`config.mk`:
```
export PLATFORM = sky130hd
export DESIGN_NAME = cmos_pixel_pack
export DESIGN_NICKNAME = d
export VERILOG_FILES = /design/src/rtl/cam_pkg.sv /design/src/rtl/cam_sync_edge.sv /design/src/rtl/cmos_pixel_pack.sv
export SDC_FILE = /design/constraint.sdc
export NUM_CORES = 1
export LEC_CHECK = 0
export BUFFER_PORTS_ARGS = -buffer_cell sky130_fd_sc_hd__buf_2
export CORE_UTILIZATION = 30
export CTS_CLUSTER_DIAMETER = 120
export DETAILED_ROUTE_END_ITERATION = 16
export PLACE_DENSITY_LB_ADDON = 0.2
export RECOVER_POWER = 50
export SLEW_MARGIN = 20
export SYNTH_ARGS = -nofsm -noshare
export SYNTH_HDL_FRONTEND = slang
export SYNTH_HIERARCHICAL = 1
export SYNTH_SLANG_ARGS = --single-unit
export TNS_END_PERCENT = 30
```
`constraint.sdc`:
```
create_clock -name clk -period 4.6 [get_ports clk]
set_input_delay 0.46 -clock clk [delete_from_list [all_inputs] [get_ports clk]]
set_output_delay 0.46 -clock clk [all_outputs]
set_load 0.03 [all_outputs]
```
`src/rtl/cam_pkg.sv`:
```
// Shared types and constants for the OV5640 DVP capture path.
package cam_pkg;

  localparam int PIX_W        = 16;
  localparam int PIX_PER_WORD = 4;
  localparam int WORD_W       = PIX_W * PIX_PER_WORD;
  localparam int SLOT_W       = 2;
  localparam int PIX_CNT_W    = 11;
  localparam int SKIP_W       = 8;

  typedef enum logic [1:0] {
    IDLE    = 2'd0,
    SKIP    = 2'd1,
    CAPTURE = 2'd2
  } cam_state_t;

  // Move k pixels held in the low slots up to the top slots, zero-filling below.
  function automatic logic [WORD_W-1:0] align_pending(input logic [WORD_W-1:0] word,
                                                      input logic [SLOT_W-1:0] k);
    return word << (PIX_W * (PIX_PER_WORD - int'(k)));
  endfunction

endpackage

```
`src/rtl/cam_sync_edge.sv`:
```
// Registers the camera sync lines once and derives single-cycle edge pulses
// from the registered copies.
module cam_sync_edge (
  input  logic clk,
  input  logic rst,
  input  logic vsync,
  input  logic href,
  output logic vs_lvl,
  output logic vs_rise,
  output logic href_lvl,
  output logic href_fall
);

  logic vs_q_reg;
  logic vs_d_reg;
  logic href_q_reg;
  logic href_d_reg;

  always_ff @(posedge clk) begin
    if (rst) begin
      vs_q_reg   <= 1'b0;
      vs_d_reg   <= 1'b0;
      href_q_reg <= 1'b0;
      href_d_reg <= 1'b0;
    end else begin
      vs_q_reg   <= vsync;
      vs_d_reg   <= vs_q_reg;
      href_q_reg <= href;
      href_d_reg <= href_q_reg;
    end
  end

  assign vs_lvl    = vs_q_reg;
  assign vs_rise   = vs_q_reg & ~vs_d_reg;
  assign href_lvl  = href_q_reg;
  assign href_fall = ~href_q_reg & href_d_reg;

endmodule

```
`src/rtl/cmos_pixel_pack.sv`:
```
// OV5640 RGB565 DVP capture: pairs bytes into pixels, packs four pixels per
// 64-bit write to the frame-buffer FIFO, skips settling frames, flags bad lines.
module cmos_pixel_pack
  import cam_pkg::*;
#(
  parameter int DATA_WIDTH  = 64,
  parameter int H_ACTIVE    = 640,
  parameter int SKIP_FRAMES = 10
) (
  input  logic                  clk,
  input  logic                  rst,
  input  logic                  enable,
  input  logic                  cam_vsync,
  input  logic                  cam_href,
  input  logic [7:0]            cam_data,
  output logic                  wr_en,
  output logic [DATA_WIDTH-1:0] wr_data,
  output logic                  vin_vs,
  output logic [7:0]            frame_cnt,
  output logic                  line_err
);

  logic vs_lvl;
  logic vs_rise;
  logic href_lvl;
  logic href_fall;

  cam_sync_edge u_sync (
    .clk       (clk),
    .rst       (rst),
    .vsync     (cam_vsync),
    .href      (cam_href),
    .vs_lvl    (vs_lvl),
    .vs_rise   (vs_rise),
    .href_lvl  (href_lvl),
    .href_fall (href_fall)
  );

  cam_state_t            state_reg, state_next;
  logic [SKIP_W-1:0]     skip_reg, skip_next;
  logic [7:0]            data_q_reg;
  logic [7:0]            msb_reg;
  logic                  phase_reg;
  logic [SLOT_W-1:0]     slot_reg;
  logic [WORD_W-1:0]     word_reg;
  logic [PIX_CNT_W-1:0]  pix_cnt_reg;
  logic                  wr_en_reg;
  logic [WORD_W-1:0]     wr_data_reg;
  logic                  vin_vs_reg;
  logic [7:0]            frame_cnt_reg;
  logic                  line_err_reg;

  logic              capturing;
  logic              byte_ok;
  logic              line_end;
  logic [PIX_W-1:0]  pix;
  logic [WORD_W-1:0] word_shifted;

  // While vsync is high the href line is treated as blanking.
  assign capturing    = (state_reg == CAPTURE);
  assign byte_ok      = capturing && href_lvl && !vs_lvl;
  assign line_end     = capturing && href_fall && !vs_lvl;
  assign pix          = {msb_reg, data_q_reg};
  assign word_shifted = {word_reg[WORD_W-PIX_W-1:0], pix};

  always_ff @(posedge clk) begin
    if (rst) begin
      state_reg <= IDLE;
      skip_reg  <= '0;
    end else begin
      state_reg <= state_next;
      skip_reg  <= skip_next;
    end
  end

  always_comb begin
    state_next = state_reg;
    skip_next  = skip_reg;
    case (state_reg)
      IDLE: begin
        if (vs_rise && enable) begin
          skip_next  = '0;
          state_next = (SKIP_FRAMES == 0) ? CAPTURE : SKIP;
        end
      end
      SKIP: begin
        if (vs_rise) begin
          if (!enable) begin
            state_next = IDLE;
          end else if (skip_reg + SKIP_W'(1) == SKIP_W'(SKIP_FRAMES)) begin
            state_next = CAPTURE;
          end else begin
            skip_next = skip_reg + SKIP_W'(1);
          end
        end
      end
      CAPTURE: begin
        if (vs_rise && !enable) state_next = IDLE;
      end
      default: state_next = IDLE;
    endcase
  end

  always_ff @(posedge clk) begin
    if (rst) begin
      data_q_reg    <= '0;
      msb_reg       <= '0;
      phase_reg     <= 1'b0;
      slot_reg      <= '0;
      word_reg      <= '0;
      pix_cnt_reg   <= '0;
      wr_en_reg     <= 1'b0;
      wr_data_reg   <= '0;
      vin_vs_reg    <= 1'b0;
      frame_cnt_reg <= '0;
      line_err_reg  <= 1'b0;
    end else begin
      data_q_reg <= cam_data;
      wr_en_reg  <= 1'b0;
      vin_vs_reg <= capturing && vs_lvl;

      if (vs_rise) begin
        // A new frame drops whatever was in flight without flushing it.
        phase_reg   <= 1'b0;
        slot_reg    <= '0;
        word_reg    <= '0;
        pix_cnt_reg <= '0;
        if (capturing) frame_cnt_reg <= frame_cnt_reg + 8'd1;
      end else if (line_end) begin
        if (slot_reg != '0) begin
          wr_en_reg   <= 1'b1;
          wr_data_reg <= align_pending(word_reg, slot_reg);
        end
        if (phase_reg || pix_cnt_reg != PIX_CNT_W'(H_ACTIVE)) line_err_reg <= 1'b1;
        phase_reg   <= 1'b0;
        slot_reg    <= '0;
        word_reg    <= '0;
        pix_cnt_reg <= '0;
      end else if (byte_ok) begin
        if (!phase_reg) begin
          msb_reg   <= data_q_reg;
          phase_reg <= 1'b1;
        end else begin
          phase_reg <= 1'b0;
          if (pix_cnt_reg != '1) pix_cnt_reg <= pix_cnt_reg + PIX_CNT_W'(1);
          if (slot_reg == SLOT_W'(PIX_PER_WORD - 1)) begin
            wr_en_reg   <= 1'b1;
            wr_data_reg <= word_shifted;
            word_reg    <= '0;
            slot_reg    <= '0;
          end else begin
            word_reg <= word_shifted;
            slot_reg <= slot_reg + SLOT_W'(1);
          end
        end
      end
    end
  end

  assign wr_en     = wr_en_reg;
  assign wr_data   = wr_data_reg;
  assign vin_vs    = vin_vs_reg;
  assign frame_cnt = frame_cnt_reg;
  assign line_err  = line_err_reg;

endmodule

```
Word level (Yosys, flattened, before mapping)
Index checks and enable logic that the tools add are counted.

Add/sub/neg operators: 5. Reduce and logical (&&, ||, !) cells: 26. Eq/ne operators: 13. Shifts and indexed selects: 1. Bitwise logic cells: 7. Multiplexer cells: 24.

Operators by type and width (count): 64-bit two-way mux (6); 64-bit by 32-bit left shift with 64-bit output (1); 8-bit two-way mux (4); 8-bit by 1-bit adder with 8-bit output, second input constant (2); 8-bit one-hot mux with 2 select lines (1); 2-bit two-way mux (6); 11-bit by 1-bit adder with 11-bit output, second input constant (1); 11-bit by 10-bit inequality test with 1-bit output, second input constant (1); 11-bit inequality test, second input constant (1); 5-bit AND reduction (2); 2-bit nonzero test (5); 8-bit by 4-bit equality test with 1-bit output, second input constant (1); 2-bit inequality test, second input constant (4); 4-bit AND reduction (2); 1-bit logical AND (7); 1-bit two-way mux (6); 2-bit one-hot mux with 3 select lines (1); 3-bit AND reduction (2); 1-bit NOT (5); 2-bit equality test, second input constant (2); 2-bit by 1-bit inequality test with 1-bit output, second input constant (2); 2-bit AND reduction (2); 3-bit by 2-bit subtractor with 4-bit output, first input constant (1); 3-bit inequality test, second input constant (1); 8 further kinds (10).

Output and inout port bits: 75. Bits in registers: 183. Bits of input ports: 13. Logic and storage cells: 93.

Logic depth before layout (Yosys ltp)
Gate-level depths: netlist of the first run.

Depth in word-level cells: 6. Mapped depth: 11. Gate-level depth less buffers: 7.

By module
The synthesis of the first run kept the hierarchy.

By module, submodules not included: cmos_pixel_pack (cells each 933, seq. area each 3583.4 um^2, area each 8206.6 um^2, times used 1); cam_sync_edge (cells each 10, seq. area each 80.1 um^2, area each 122.6 um^2, times used 1).

Worst setup path before layout of the first run
OpenSTA, ideal clock, no wires.

Path kind: reg-to-reg. Start point: register slot_reg[0]. End point: register wr_data_reg[22] (netlist: wr_data[22]). Data arrival time: 2151 ps. Path slack: 2363 ps. Data required time: 4514 ps. Buffers on the path: 4. Period minus slack after synthesis: 2237 ps. Library setup time: 86 ps. Stages on the path, launching flop included: 11. Cell sequence: dfxtp_1 > buf_4 > inv_1 > ha_1 > buf_2 > nor3_4 > and2_1 > clkbuf_1 > buf_2 > a22oi_1 > a211oi_1.

Word-level cells in the longest chain between the ends: 4. Elaborated cells on any way between the ends: 9. Those cells by class: add/sub (1); eq/ne (2); shift (1); mux (2); reduce/logical (3).

RTL lines: start: declaration (RTL line cmos_pixel_pack.sv:44) `logic [SLOT_W-1:0] slot_reg;`; start signal: assignment (RTL line cmos_pixel_pack.sv:153) `slot_reg <= slot_reg + SLOT_W'(1);`; 3-bit by 2-bit subtractor with 4-bit output (RTL line cam_pkg.sv:20) `return word << (PIX_W * (PIX_PER_WORD - int'(k)));`; 64-bit by 32-bit left shift with 64-bit output (RTL line cam_pkg.sv:20); 64-bit two-way mux (RTL line cmos_pixel_pack.sv:130) `if (slot_reg != '0) begin`; 64-bit two-way mux (RTL line cmos_pixel_pack.sv:129) `end else if (line_end) begin`; end signal: assignment (RTL line cmos_pixel_pack.sv:132) `wr_data_reg <= align_pending(word_reg, slot_reg);`; end signal: assignment (RTL line cmos_pixel_pack.sv:148) `wr_data_reg <= word_shifted;`; end: declaration (RTL line cmos_pixel_pack.sv:48) `logic [WORD_W-1:0] wr_data_reg;`.

Parallel ways exist; a longest one is shown, timed or not. The select of a mux whose other input is x is not followed. A chain may end at the register's enable or synchronous reset.

==> insert_results.sql, run 1 <==
INSERT INTO impl_metrics (metric_group, metric, value, unit) VALUES
('power_and_ir_drop', 'power-per-cell-area', '326.0', 'nW/µm²'),
('cts', 'cts_bufs_inserted', '17', ''),
('yosys', 'synth.yosys.seq_area_share', '0.4398', ''),
('yosys', 'syn-cell-area', '8329', 'µm²'),
('global_routing', 'grt_max_degree', '79', ''),
('floorplanning', 'fp-row-count', '60', ''),
('finish', 'mostFrequentLayoutCells', 'sky130_fd_sc_hd__dfxtp_1 (182), sky130_fd_sc_hd__nor2_1 (166), sky130_fd_sc_hd__clkbuf_1 (78)', ''),
('sta', 'setup_total_negative_slack', '0', 'ns'),
('worst_setup_path', 'cp-end-kind', 'flip-flop', ''),
('cts', 'max-clock-path-buffers', '2', ''),
('yosys', 'synth_edf_count', '0', ''),
('sta', 'grt_setup_unrepaired', 'no', ''),
('yosys', 'synthesis.nets', '963', ''),
('power_and_ir_drop', 'leakage', '2.815', 'nW'),
('place', 'place_hpwl', '15.03', 'mm'),
('sta', 'final.hold.worst_slack', '0.2286', 'ns'),
('global_routing', 'antenna_found_initial', '0', ''),
('floorplanning', 'fp.coreArea', '27100', 'µm²'),
('finish', 'post-route-util', '0.3482', ''),
('yosys', 'synthArstFlopShare', '0', ''),
('yosys', 'syn-instance-count', '943', ''),
('global_routing', 'grt.met3_usage', '0.02549', ''),
('flow_run', 'drv.max_cap_violation_count', '1', ''),
('status', 'failed_checks', 'max-capacitance violations, max-slew violations', ''),
('yosys', 'yosys_register_bits', '183', ''),
('power_and_ir_drop', 'power.total', '3.076', 'mW'),
('floorplanning', 'top_level_ports', '88', ''),
('power_and_ir_drop', 'share_clk_of_total_power', '0.463', ''),
('status', 'run_status', 'finished, violations left', ''),
('cts', 'clkLatencyLatePin', '0.44', 'ns'),
('yosys', 'synthesis.area_per_instance', '8.833', 'µm²'),
('place', 'gp_routability_congestion', '0.7476', ''),
('yosys', 'synth-warning-count', '6', ''),
('finish', 'area_delta_synth_final', '13.28', '%'),
('sta', 'worst_pin_slew', '2.688', 'ns'),
('sta', 'fmax', '290.2', 'MHz'),
('cts', 'cts_tree', 'yes', ''),
('floorplanning', 'floorplan.initialDensity', '0.3073', ''),
('cts', 'cts_resized', '0', ''),
('sta', 'post_route_clock_period_utilization', '0.7492', ''),
('detailed_routing', 'dr.first_iter.drc_count', '479', ''),
('worst_hold_path', 'hold_path.class', 'in2reg', ''),
('worst_setup_path', 'worst-endpoint-arrival', '3.68', 'ns'),
('detailed_routing', 'aggregate_routed_wire_length', '23.65', 'mm'),
('global_routing', 'globalRoute.totalOverflow', '0', ''),
('detailed_routing', 'route.antenna.remaining_nets', '0', ''),
('finish', 'design_area', '9435', 'µm²'),
('detailed_routing', 'detail_route.wl_per_cell', '17.40', 'µm'),
('place', 'dp_worst_setup_slack', '1.829', 'ns'),
('floorplanning', 'floorplan.die.width', '168.6', 'µm'),
('sta', 'setup_slack', '1.154', 'ns'),
('worst_setup_path', 'cp-start-kind', 'primary input', ''),
('power_and_ir_drop', 'proportion_of_power_drawn_by_flip_flops_and_latches', '0.519', ''),
('place', 'placement.io_buffers', '87', ''),
('power_and_ir_drop', 'net-switching-power', '0.7192', 'mW'),
('sta', 'finish_stage_setup_viols', '0', ''),
('yosys', 'synthDistinctLibCells', '56', ''),
('sta', 'finalHoldViolCount', '0', ''),
('detailed_routing', 'dr.pass1.iters', '5', ''),
('worst_setup_path', 'cp.required', '4.83', 'ns'),
('finish', 'final_cell_count_no_fill', '1359', ''),
('cts', 'ctsRootBufferMaster', 'sky130_fd_sc_hd__clkbuf_16', ''),
('detailed_routing', 'vias_per_cell', '5.125', ''),
('sta', 'final_period_minus_worst_setup_slack', '3.446', 'ns'),
('global_routing', 'globalRouteTotalUtil', '0.1693', ''),
('cts', 'postCtsHoldBufs', '0', ''),
('place', 'placed_cells_incl_taps', '1327', ''),
('finish', 'layout.nets', '994', ''),
('finish', 'drive_gt1_frac', '0.08207', ''),
('sta', 'total_count_of_max_transition_violations_in_the_final_report', '55', ''),
('cts', 'cts_setup_buffers', '0', '');
## worst max-delay path, cell delays in order
cell                        delay, ns
sky130_fd_sc_hd__clkbuf_1        1.86
sky130_fd_sc_hd__inv_1           0.68
sky130_fd_sc_hd__o2111ai_1       0.50
sky130_fd_sc_hd__o32ai_1         0.14
## routing by layer
layer  part of all wire  vias up
li1                   -     3462
met1               0.49     3356
met2               0.46      135
met3              0.035       12
met4             0.0082        0
met5                  0        -
## cells in the mapped netlist, drive strengths merged, types with 17 or more instances
| library cell | count | area share |
|---|---|---|
| dfxtp | 183 | 0.44 |
| nor2 | 167 | 0.075 |
| a21oi | 75 | 0.045 |
| nor3b | 66 | 0.061 |
| clkbuf | 55 | 0.025 |
| nand2 | 49 | 0.022 |
| a211oi | 48 | 0.043 |
| a22oi | 48 | 0.043 |
| buf | 31 | 0.019 |
| mux2i | 28 | 0.034 |
| nand3 | 27 | 0.017 |
| o21ai | 21 | 0.013 |
| a311oi | 17 | 0.018 |
## worst paths after layout
path / start / endpoint / slack (ns) / cells past startpoint
max: rst / skip_reg[2] / 1.15 / 4
min: cam_data[5] / data_q_reg[5] / 0.23 / 2
max reg2reg: u_sync/href_lvl / wr_data[24] / 1.78 / 8
min reg2reg: line_err / line_err / 0.48 / 2
## cells by family (layout without fill, tap and decap cells)
kind of cell	after synthesis	count (layout)	synth area share
compound gates	224	224	0.1776
xor+xnor	15	15	0.01577
fa+ha+maj	7	7	0.01051
buf+inv	95	139	0.04822
flops	183	183	0.4398
mux	44	44	0.07691
simple gates	375	375	0.2312
## layout make-up
cell class / count / area, µm²
fillers: 2893 / 17670
multi-input cells: 665 / 4294
flip-flops and latches: 183 / 3665
well taps: 372 / 465.4
clock buffers: 19 / 432.9
repair buffers: 98 / 420.4
clock inverters: 13 / 123.9
inverters: 9 / 33.78
## power by group through the flow
stage	Clock, mW	Combinational, mW	Sequential [mW]
floorplan	0	0.0387	1.63
global placement	0	0.0580	1.63
detailed placement	0	0.0573	1.63
CTS	1.46	0.0573	1.60
global route	1.53	0.0613	1.60
finish	1.43	0.0551	1.60
(Power assumes the default switching activity.)
==> run 2, diff against run 1 <==
ABC_AREA = 1   (was unset)
clock period = 3.4 ns   (was 4.6 ns; I/O delays follow)
==> run 2 against run 1 <==
  * The flow still finishes with violations (max-capacitance violations, max-slew violations)
  * Non-clock buffer count is 6 higher
  * Largest power group unchanged
  * Total power rose by 48%
  * Cell count increased by 21%
  * Combinational power grew to 4.9 times the previous value
  * Clock power increased by 43%
  * Critical path depth is 4 higher
  * Global-route usage increased by 1.3 points
  * Synthesized cell count increased by 29%
==> insert_results.sql, run 2 <==
INSERT INTO impl_metrics (metric_group, metric, value, unit) VALUES
('detailed_routing', 'dr.max_layer_used', 'met4', ''),
('worst_setup_path', 'critical_path.max_stage_delay', '0.79', 'ns'),
('floorplanning', 'floorplan.initialDensity', '0.3073', ''),
('cts', 'cts_tree', 'yes', ''),
('power_and_ir_drop', 'max-vdd-ir-drop', '257.2', 'µV'),
('detailed_routing', 'amount_of_wire_on_met3_after_detailed_routing', '936', 'µm'),
('cts', 'cts.sink_count', '183', ''),
('floorplanning', 'die_h', '171.2', 'µm'),
('sta', 'fmax', '360.2', 'MHz'),
('sta', 'total_count_of_max_transition_violations_in_the_final_report', '66', ''),
('place', 'dp_worst_setup_slack', '0.8433', 'ns'),
('finish', 'layout.nets', '1268', ''),
('sta', 'grt_setup_unrepaired', 'no', ''),
('global_routing', 'globalRouteTotalUtil', '0.1823', ''),
('worst_setup_path', 'cells_along_the_critical_path', 'clkinv_1 -> nor2_1 -> nand2_1 -> nor2_1 -> inv_2 -> clkbuf_2 -> a21oi_1 -> a21oi_1', ''),
('worst_setup_path', 'timing.setup.critical_path_class', 'reg2reg', ''),
('cts', 'htreeDepth', '4', ''),
('yosys', 'synth.top_cells.by_area', 'sky130_fd_sc_hd__dfxtp_1 (43%), sky130_fd_sc_hd__a21oi_1 (12%), sky130_fd_sc_hd__o21ai_0 (6.5%)', ''),
('power_and_ir_drop', 'power-per-cell-area', '466.0', 'nW/µm²'),
('detailed_routing', 'drcViolationCount', '0', ''),
('cts', 'cts_bufs_inserted', '17', ''),
('global_routing', 'grt_max_degree', '86', ''),
('detailed_routing', 'route.antenna.remaining_nets', '0', ''),
('worst_setup_path', 'regToRegSetupSlack', '0.62', 'ns'),
('yosys', 'ys.flop_type', 'sky130_fd_sc_hd__dfxtp_1', ''),
('finish', 'design_area', '9743', 'µm²'),
('sta', 'final.hold.worst_slack', '0.1031', 'ns'),
('floorplanning', 'fp.coreArea', '27930', 'µm²'),
('worst_setup_path', 'cp.required', '3.70', 'ns'),
('place', 'place_hpwl', '16.87', 'mm'),
('global_routing', 'globalRoute.totalOverflow', '0', ''),
('detailed_routing', 'route.vias.total', '8187', ''),
('status', 'run_status', 'finished, violations left', ''),
('detailed_routing', 'vias_per_cell', '4.995', ''),
('yosys', 'yosysTopAreaCellShare', '0.4268', ''),
('global_routing', 'grt_pass1_wl', '41.70', 'mm'),
('detailed_routing', 'dr.pass1.iters', '5', ''),
('sta', 'max-slew-margin-rel', '-0.02524', ''),
('detailed_routing', 'route.met2.wl', '11.31', 'mm'),
('global_routing', 'antenna_found_initial', '0', ''),
('power_and_ir_drop', 'leakage', '3.567', 'nW'),
('status', 'failed_checks', 'max-capacitance violations, max-slew violations', ''),
('flow_run', 'drv.max_cap_violation_count', '1', ''),
('sta', 'setup_slack', '0.6240', 'ns'),
('cts', 'ctsRootBufferMaster', 'sky130_fd_sc_hd__clkbuf_16', ''),
('detailed_routing', 'dr.first_iter.drc_count', '648', ''),
('yosys', 'syn-cell-area', '8584', 'µm²'),
('floorplanning', 'top_level_ports', '88', ''),
('worst_setup_path', 'crit_path_top_delay_cell', 'sky130_fd_sc_hd__clkbuf_2', ''),
('cts', 'clkLatencyLatePin', '0.44', 'ns'),
('yosys', 'synthDistinctLibCells', '32', ''),
('yosys', 'ranking_of_synthesized_cells_by_instance_count', 'sky130_fd_sc_hd__a21oi_1 (204), sky130_fd_sc_hd__dfxtp_1 (183), sky130_fd_sc_hd__nand2_1 (143)', ''),
('sta', 'finish_stage_setup_viols', '0', ''),
('floorplanning', 'floorplan.die.width', '171.2', 'µm'),
('yosys', 'yosys_register_bits', '183', ''),
('place', 'gp_routability_congestion', '0.7893', ''),
('yosys', 'synth_edf_count', '0', ''),
('worst_setup_path', 'cp-start-kind', 'flip-flop', ''),
('sta', 'worst_pin_slew', '1.538', 'ns'),
('yosys', 'synthesis.area_per_instance', '7.054', 'µm²'),
('place', 'placed_area', '9266', 'µm²'),
('finish', 'drive_gt1_frac', '0.05393', ''),
('yosys', 'synthArstFlopShare', '0', ''),
('finish', 'final_common_cell', 'sky130_fd_sc_hd__a21oi_1', ''),
('global_routing', 'grt_pass1_vias', '7452', ''),
('yosys', 'yosysTopAreaCell', 'sky130_fd_sc_hd__dfxtp_1', ''),
('cts', 'max-clock-path-buffers', '2', ''),
('sta', 'finalHoldViolCount', '0', ''),
('yosys', 'synthesis.nets', '1237', ''),
('power_and_ir_drop', 'power.total', '4.540', 'mW'),
('sta', 'setup_total_negative_slack', '0', 'ns'),
('place', 'placement.io_buffers', '87', ''),
('floorplanning', 'die_area', '29300', 'µm²'),
('yosys', 'synth.yosys.seq_area_share', '0.4268', ''),
('sta', 'final_period_minus_worst_setup_slack', '2.776', 'ns'),
('yosys', 'synth-warning-count', '6', ''),
('finish', 'diodes', '0', ''),
('finish', 'mostFrequentLayoutCells', 'sky130_fd_sc_hd__a21oi_1 (204), sky130_fd_sc_hd__dfxtp_1 (182), sky130_fd_sc_hd__nand2_1 (143)', ''),
('worst_setup_path', 'worst-endpoint-arrival', '3.08', 'ns'),
('finish', 'area_delta_synth_final', '13.50', '%'),
('worst_setup_path', 'cp-end-kind', 'flip-flop', ''),
('sta', 'clock-skew-final', '0.01244', 'ns'),
('cts', 'postCtsHoldBufs', '0', ''),
('detailed_routing', 'aggregate_routed_wire_length', '25.91', 'mm'),
('detailed_routing', 'detail_route.wl_per_cell', '15.81', 'µm'),
('cts', 'cts_setup_buffers', '0', ''),
('floorplanning', 'fp-row-count', '61', ''),
('cts', 'cts_resized', '0', ''),
('worst_setup_path', 'critical_path.max_fanout', '65', ''),
('detailed_routing', 'routed_length_on_met1', '13.03', 'mm'),
('sta', 'post_route_clock_period_utilization', '0.8165', ''),
('yosys', 'syn-instance-count', '1217', ''),
('worst_hold_path', 'hold_path.class', 'in2reg', ''),
('cts', 'clk_pin_slew_worst_paths', '0.08', 'ns'),
('yosys', 'synthMostInstantiatedCell', 'sky130_fd_sc_hd__a21oi_1', '');
-- run 2: cell count changes in the layout (fill, tap and decap cells not counted), moves of 17 or more --
cell / delta
sky130_fd_sc_hd__a211oi_1: +17
sky130_fd_sc_hd__a21oi_1: +130
sky130_fd_sc_hd__a22oi_1: -48
sky130_fd_sc_hd__a311oi_1: -17
sky130_fd_sc_hd__inv_1: +126
sky130_fd_sc_hd__mux2i_1: -28
sky130_fd_sc_hd__nand2_1: +95
sky130_fd_sc_hd__nand3_1: +50
sky130_fd_sc_hd__nor2_1: -54
sky130_fd_sc_hd__nor3_1: +20
sky130_fd_sc_hd__nor3b_1: -64
sky130_fd_sc_hd__o21ai_0: +94
sky130_fd_sc_hd__o21ai_1: +18
-- run 2: through the flow --
stage / instances / util
after floorplan: 1217 / -
after global placement: 1607 / 0.3317
after detailed placement: 1607 / 0.3317
after CTS: 1639 / 0.3532
after global routing: 1639 / 0.3488
final: 1639 / 0.3488
-- run 2: path summary, 6_finish.rpt --
| path | from | end | depth (start not counted) |
|---|---|---|---|
| max | state_reg[1] | wr_data[47] | 8 |
| min reg2reg | u_sync/href_lvl | u_sync/href_d_reg | 2 |
| max reg2reg | state_reg[1] | wr_data[47] | 8 |
| min | cam_data[7] | data_q_reg[7] | 3 |
-- run 2: cell type report --
cell class / instances / area (µm²)
Multi-Input combinational cell: 800 / 3981
Sequential cell: 183 / 3665
Timing Repair Buffer: 104 / 490.5
Fill cell: 3128 / 18190
Clock buffer: 18 / 439.2
Clock inverter: 14 / 161.4
Tap cell: 378 / 473.0
Inverter: 142 / 533.0
-- run 2: critical path, delay by kind of cell, from the launching register on --
| family | cells | cell delay [ns] |
|---|---|---|
| DFF | 1 | 0.40 |
| buffers and inverters | 3 | 0.95 |
| and+or+nand+nor | 3 | 0.45 |
| AOI/OAI and AO/OA | 2 | 0.79 |
-- run 2: where the power goes --
part           switching, mW  leakage [nW]  total [mW]  internal [mW]
combinational          0.182          1.80       0.272         0.0899
sequential            0.0460          1.48        2.23           2.18
clock                  0.970         0.289        2.04           1.07
total                   1.20          3.57        4.54           3.34
-- run 2: routing by layer --
metal | up-vias | track usage
li1 | 4166 | -
met1 | 3799 | 0.2593
met2 | 188 | 0.2732
met3 | 34 | 0.03100
met4 | 0 | 0.06793
met5 | - | 0
-- run 2: cells by family after synthesis --
| logic type | Yosys count | synth area share |
|---|---|---|
| compound gates | 423 | 0.2726 |
| xor+xnor | 2 | 0.002041 |
| fa+ha+maj | 7 | 0.01020 |
| buf+inv | 234 | 0.1083 |
| flops | 183 | 0.4268 |
| simple gates | 368 | 0.1802 |
==> run 3, diff against run 2 <==
clock period = 2.5 ns   (was 3.4 ns; I/O delays follow)
==> run 3 against run 2 <==
  * The run now ends clean
  * Critical path depth shrank 1
  * Wire length is 0.79% lower
  * Sequential power grew 36%
  * Clock-buffer cell count stayed put
  * Core utilization rose by 0.22 points
  * Register-to-register slack lost 0.34 ns
  * Total power grew 35%
  * Worst setup slack lost 0.34 ns
  * Cell count is 0.12% higher
  * Non-clock buffer count rose by 3
  * First-iteration DRC count up 17%
  * Design area up 0.62%
  * Critical endpoint is now slot_reg[1]
==> insert_results.sql, run 3 (synthesized netlist as in run 2, its figures left out) <==
INSERT INTO impl_metrics (metric_group, metric, value, unit) VALUES
('status', 'run_status', 'finished clean', ''),
('sta', 'finalHoldViolCount', '0', ''),
('floorplanning', 'top_level_ports', '88', ''),
('worst_setup_path', 'critical_path.max_fanout', '20', ''),
('finish', 'area_delta_synth_final', '14.20', '%'),
('worst_hold_path', 'hold_path.class', 'in2reg', ''),
('sta', 'clock-skew-final', '0.01542', 'ns'),
('global_routing', 'grt_pass1_vias', '7532', ''),
('power_and_ir_drop', 'leakage', '3.584', 'nW'),
('sta', 'max-slew-margin-rel', '0.3541', ''),
('cts', 'cts_resized', '0', ''),
('place', 'gp_routability_congestion', '0.8005', ''),
('cts', 'clkLatencyLatePin', '0.43', 'ns'),
('cts', 'cts_setup_buffers', '0', ''),
('worst_setup_path', 'timing.setup.critical_path_class', 'reg2reg', ''),
('worst_setup_path', 'cp.required', '2.77', 'ns'),
('sta', 'setup_total_negative_slack', '0', 'ns'),
('finish', 'mostFrequentLayoutCells', 'sky130_fd_sc_hd__a21oi_1 (204), sky130_fd_sc_hd__dfxtp_1 (182), sky130_fd_sc_hd__nand2_1 (143)', ''),
('floorplanning', 'fp-row-count', '61', ''),
('sta', 'final_period_minus_worst_setup_slack', '2.217', 'ns'),
('cts', 'clk_pin_slew_worst_paths', '0.07', 'ns'),
('detailed_routing', 'route.vias.total', '8208', ''),
('sta', 'total_count_of_max_transition_violations_in_the_final_report', '0', ''),
('detailed_routing', 'vias_per_cell', '5.002', ''),
('global_routing', 'grt_pass1_wl', '41.78', 'mm'),
('cts', 'max-clock-path-buffers', '2', ''),
('finish', 'diodes', '0', ''),
('detailed_routing', 'aggregate_routed_wire_length', '25.71', 'mm'),
('sta', 'fmax', '451.1', 'MHz'),
('worst_setup_path', 'timing.reg2reg.worst_path_depth', '7', ''),
('detailed_routing', 'drcViolationCount', '0', ''),
('global_routing', 'globalRouteTotalUtil', '0.1810', ''),
('floorplanning', 'fp.coreArea', '27930', 'µm²'),
('flow_run', 'drv.max_cap_violation_count', '0', ''),
('cts', 'cts.sink_count', '183', ''),
('global_routing', 'antenna_found_initial', '0', ''),
('detailed_routing', 'dr.first_iter.drc_count', '759', ''),
('sta', 'post_route_clock_period_utilization', '0.8868', ''),
('place', 'dp_worst_setup_slack', '0.3694', 'ns'),
('place', 'placement.io_buffers', '87', ''),
('power_and_ir_drop', 'power-per-cell-area', '624.4', 'nW/µm²'),
('global_routing', 'globalRoute.totalOverflow', '0', ''),
('sta', 'grt_setup_unrepaired', 'no', ''),
('finish', 'final_common_cell', 'sky130_fd_sc_hd__a21oi_1', ''),
('place', 'place_hpwl', '16.87', 'mm'),
('cts', 'cts_bufs_inserted', '17', ''),
('cts', 'htreeDepth', '4', ''),
('global_routing', 'grt_max_degree', '133', ''),
('sta', 'setup_slack', '0.2831', 'ns'),
('floorplanning', 'floorplan.initialDensity', '0.3073', ''),
('worst_hold_path', 'worstHoldPathCells', '3', ''),
('detailed_routing', 'route.antenna.remaining_nets', '0', ''),
('cts', 'ctsRootBufferMaster', 'sky130_fd_sc_hd__clkbuf_16', ''),
('cts', 'cts_tree', 'yes', ''),
('sta', 'worst_pin_slew', '0.9689', 'ns'),
('detailed_routing', 'dr.pass1.iters', '6', ''),
('power_and_ir_drop', 'max-vdd-ir-drop', '439.7', 'µV'),
('floorplanning', 'die_area', '29300', 'µm²'),
('finish', 'drive_gt1_frac', '0.05622', ''),
('finish', 'fill_cells', '3115', ''),
('sta', 'finish_stage_setup_viols', '0', ''),
('worst_setup_path', 'cp-end-kind', 'flip-flop', ''),
('worst_setup_path', 'worst-endpoint-arrival', '2.49', 'ns'),
('worst_setup_path', 'cp-start-kind', 'flip-flop', ''),
('detailed_routing', 'detail_route.wl_per_cell', '15.67', 'µm'),
('floorplanning', 'die_h', '171.2', 'µm'),
('finish', 'layout.nets', '1271', ''),
('cts', 'postCtsHoldBufs', '0', ''),
('floorplanning', 'floorplan.die.width', '171.2', 'µm');
==> run 3: cell count changes in the layout (fill, tap and decap cells not counted), moves of 2 or more <==
cell / delta
sky130_fd_sc_hd__buf_12: +4
sky130_fd_sc_hd__inv_6: +3
sky130_fd_sc_hd__clkinv_2: +4
sky130_fd_sc_hd__clkinv_4: -3
sky130_fd_sc_hd__inv_8: -4
sky130_fd_sc_hd__clkbuf_1: +2
sky130_fd_sc_hd__nor2_1: -2
sky130_fd_sc_hd__buf_4: -2
==> run 3: worst paths after layout <==
kind	startpoint	endpoint	slack, ns
min	cam_data[5]	data_q_reg[5]	0.03
max reg2reg	u_sync/vs_lvl	slot_reg[1]	0.28
max	u_sync/vs_lvl	slot_reg[1]	0.28
min reg2reg	line_err	line_err	0.46
==> run 3: per-layer routing <==
layer | up-vias | track usage | routed length [µm] | share of wire
met4 | 0 | 0.06134 | 548 | 0.021
met2 | 203 | 0.2727 | 11350 | 0.44
li1 | 4168 | - | - | -
met1 | 3803 | 0.2565 | 12710 | 0.49
met3 | 34 | 0.03424 | 1096 | 0.043
met5 | - | 0 | 0 | 0
==> run 3: cell type report <==
cell class,instances,area [µm²],area share
clock buffer,18,429.2,0.04378
clock inverter,13,145.1,0.01481
inverter,142,534.3,0.05450
multi-input combinational,800,3991,0.4071
sequential,183,3665,0.3738
tap,378,473.0,0.04825
timing repair buffer,107,565.5,0.05769
==> run 3: metrics by stage <==
step / area [µm²] / cells / util / total power [mW] / hold WS (ns)
floorplan: 8584 / 1217 / - / 3.374 / 0.3212
global placement: 9339 / 1610 / 0.3343 / 3.489 / 0.4426
detailed placement: 9339 / 1610 / 0.3343 / 3.493 / 0.4422
CTS: 9913 / 1641 / 0.3549 / 6.202 / 0.01079
global route: 9803 / 1641 / 0.3509 / 6.393 / 0.01737
finish: 9803 / 1641 / 0.3509 / 6.122 / 0.02700
==> run 3: report_power, final <==
group          switching, mW  internal, mW
clock                   1.21          1.49
sequential            0.0657          2.97
combinational          0.255         0.133
total                   1.53          4.59
==> run 3: worst max-delay path, cell delays in order (launching register included) <==
cell and delay [ns]:
sky130_fd_sc_hd__dfxtp_1 0.36, sky130_fd_sc_hd__inv_1 0.07, sky130_fd_sc_hd__nor2_1 0.31, sky130_fd_sc_hd__nor2_1 0.14, sky130_fd_sc_hd__nand2_1 0.65, sky130_fd_sc_hd__inv_1 0.32
sky130_fd_sc_hd__o21ai_0 0.16, sky130_fd_sc_hd__a21oi_1 0.06
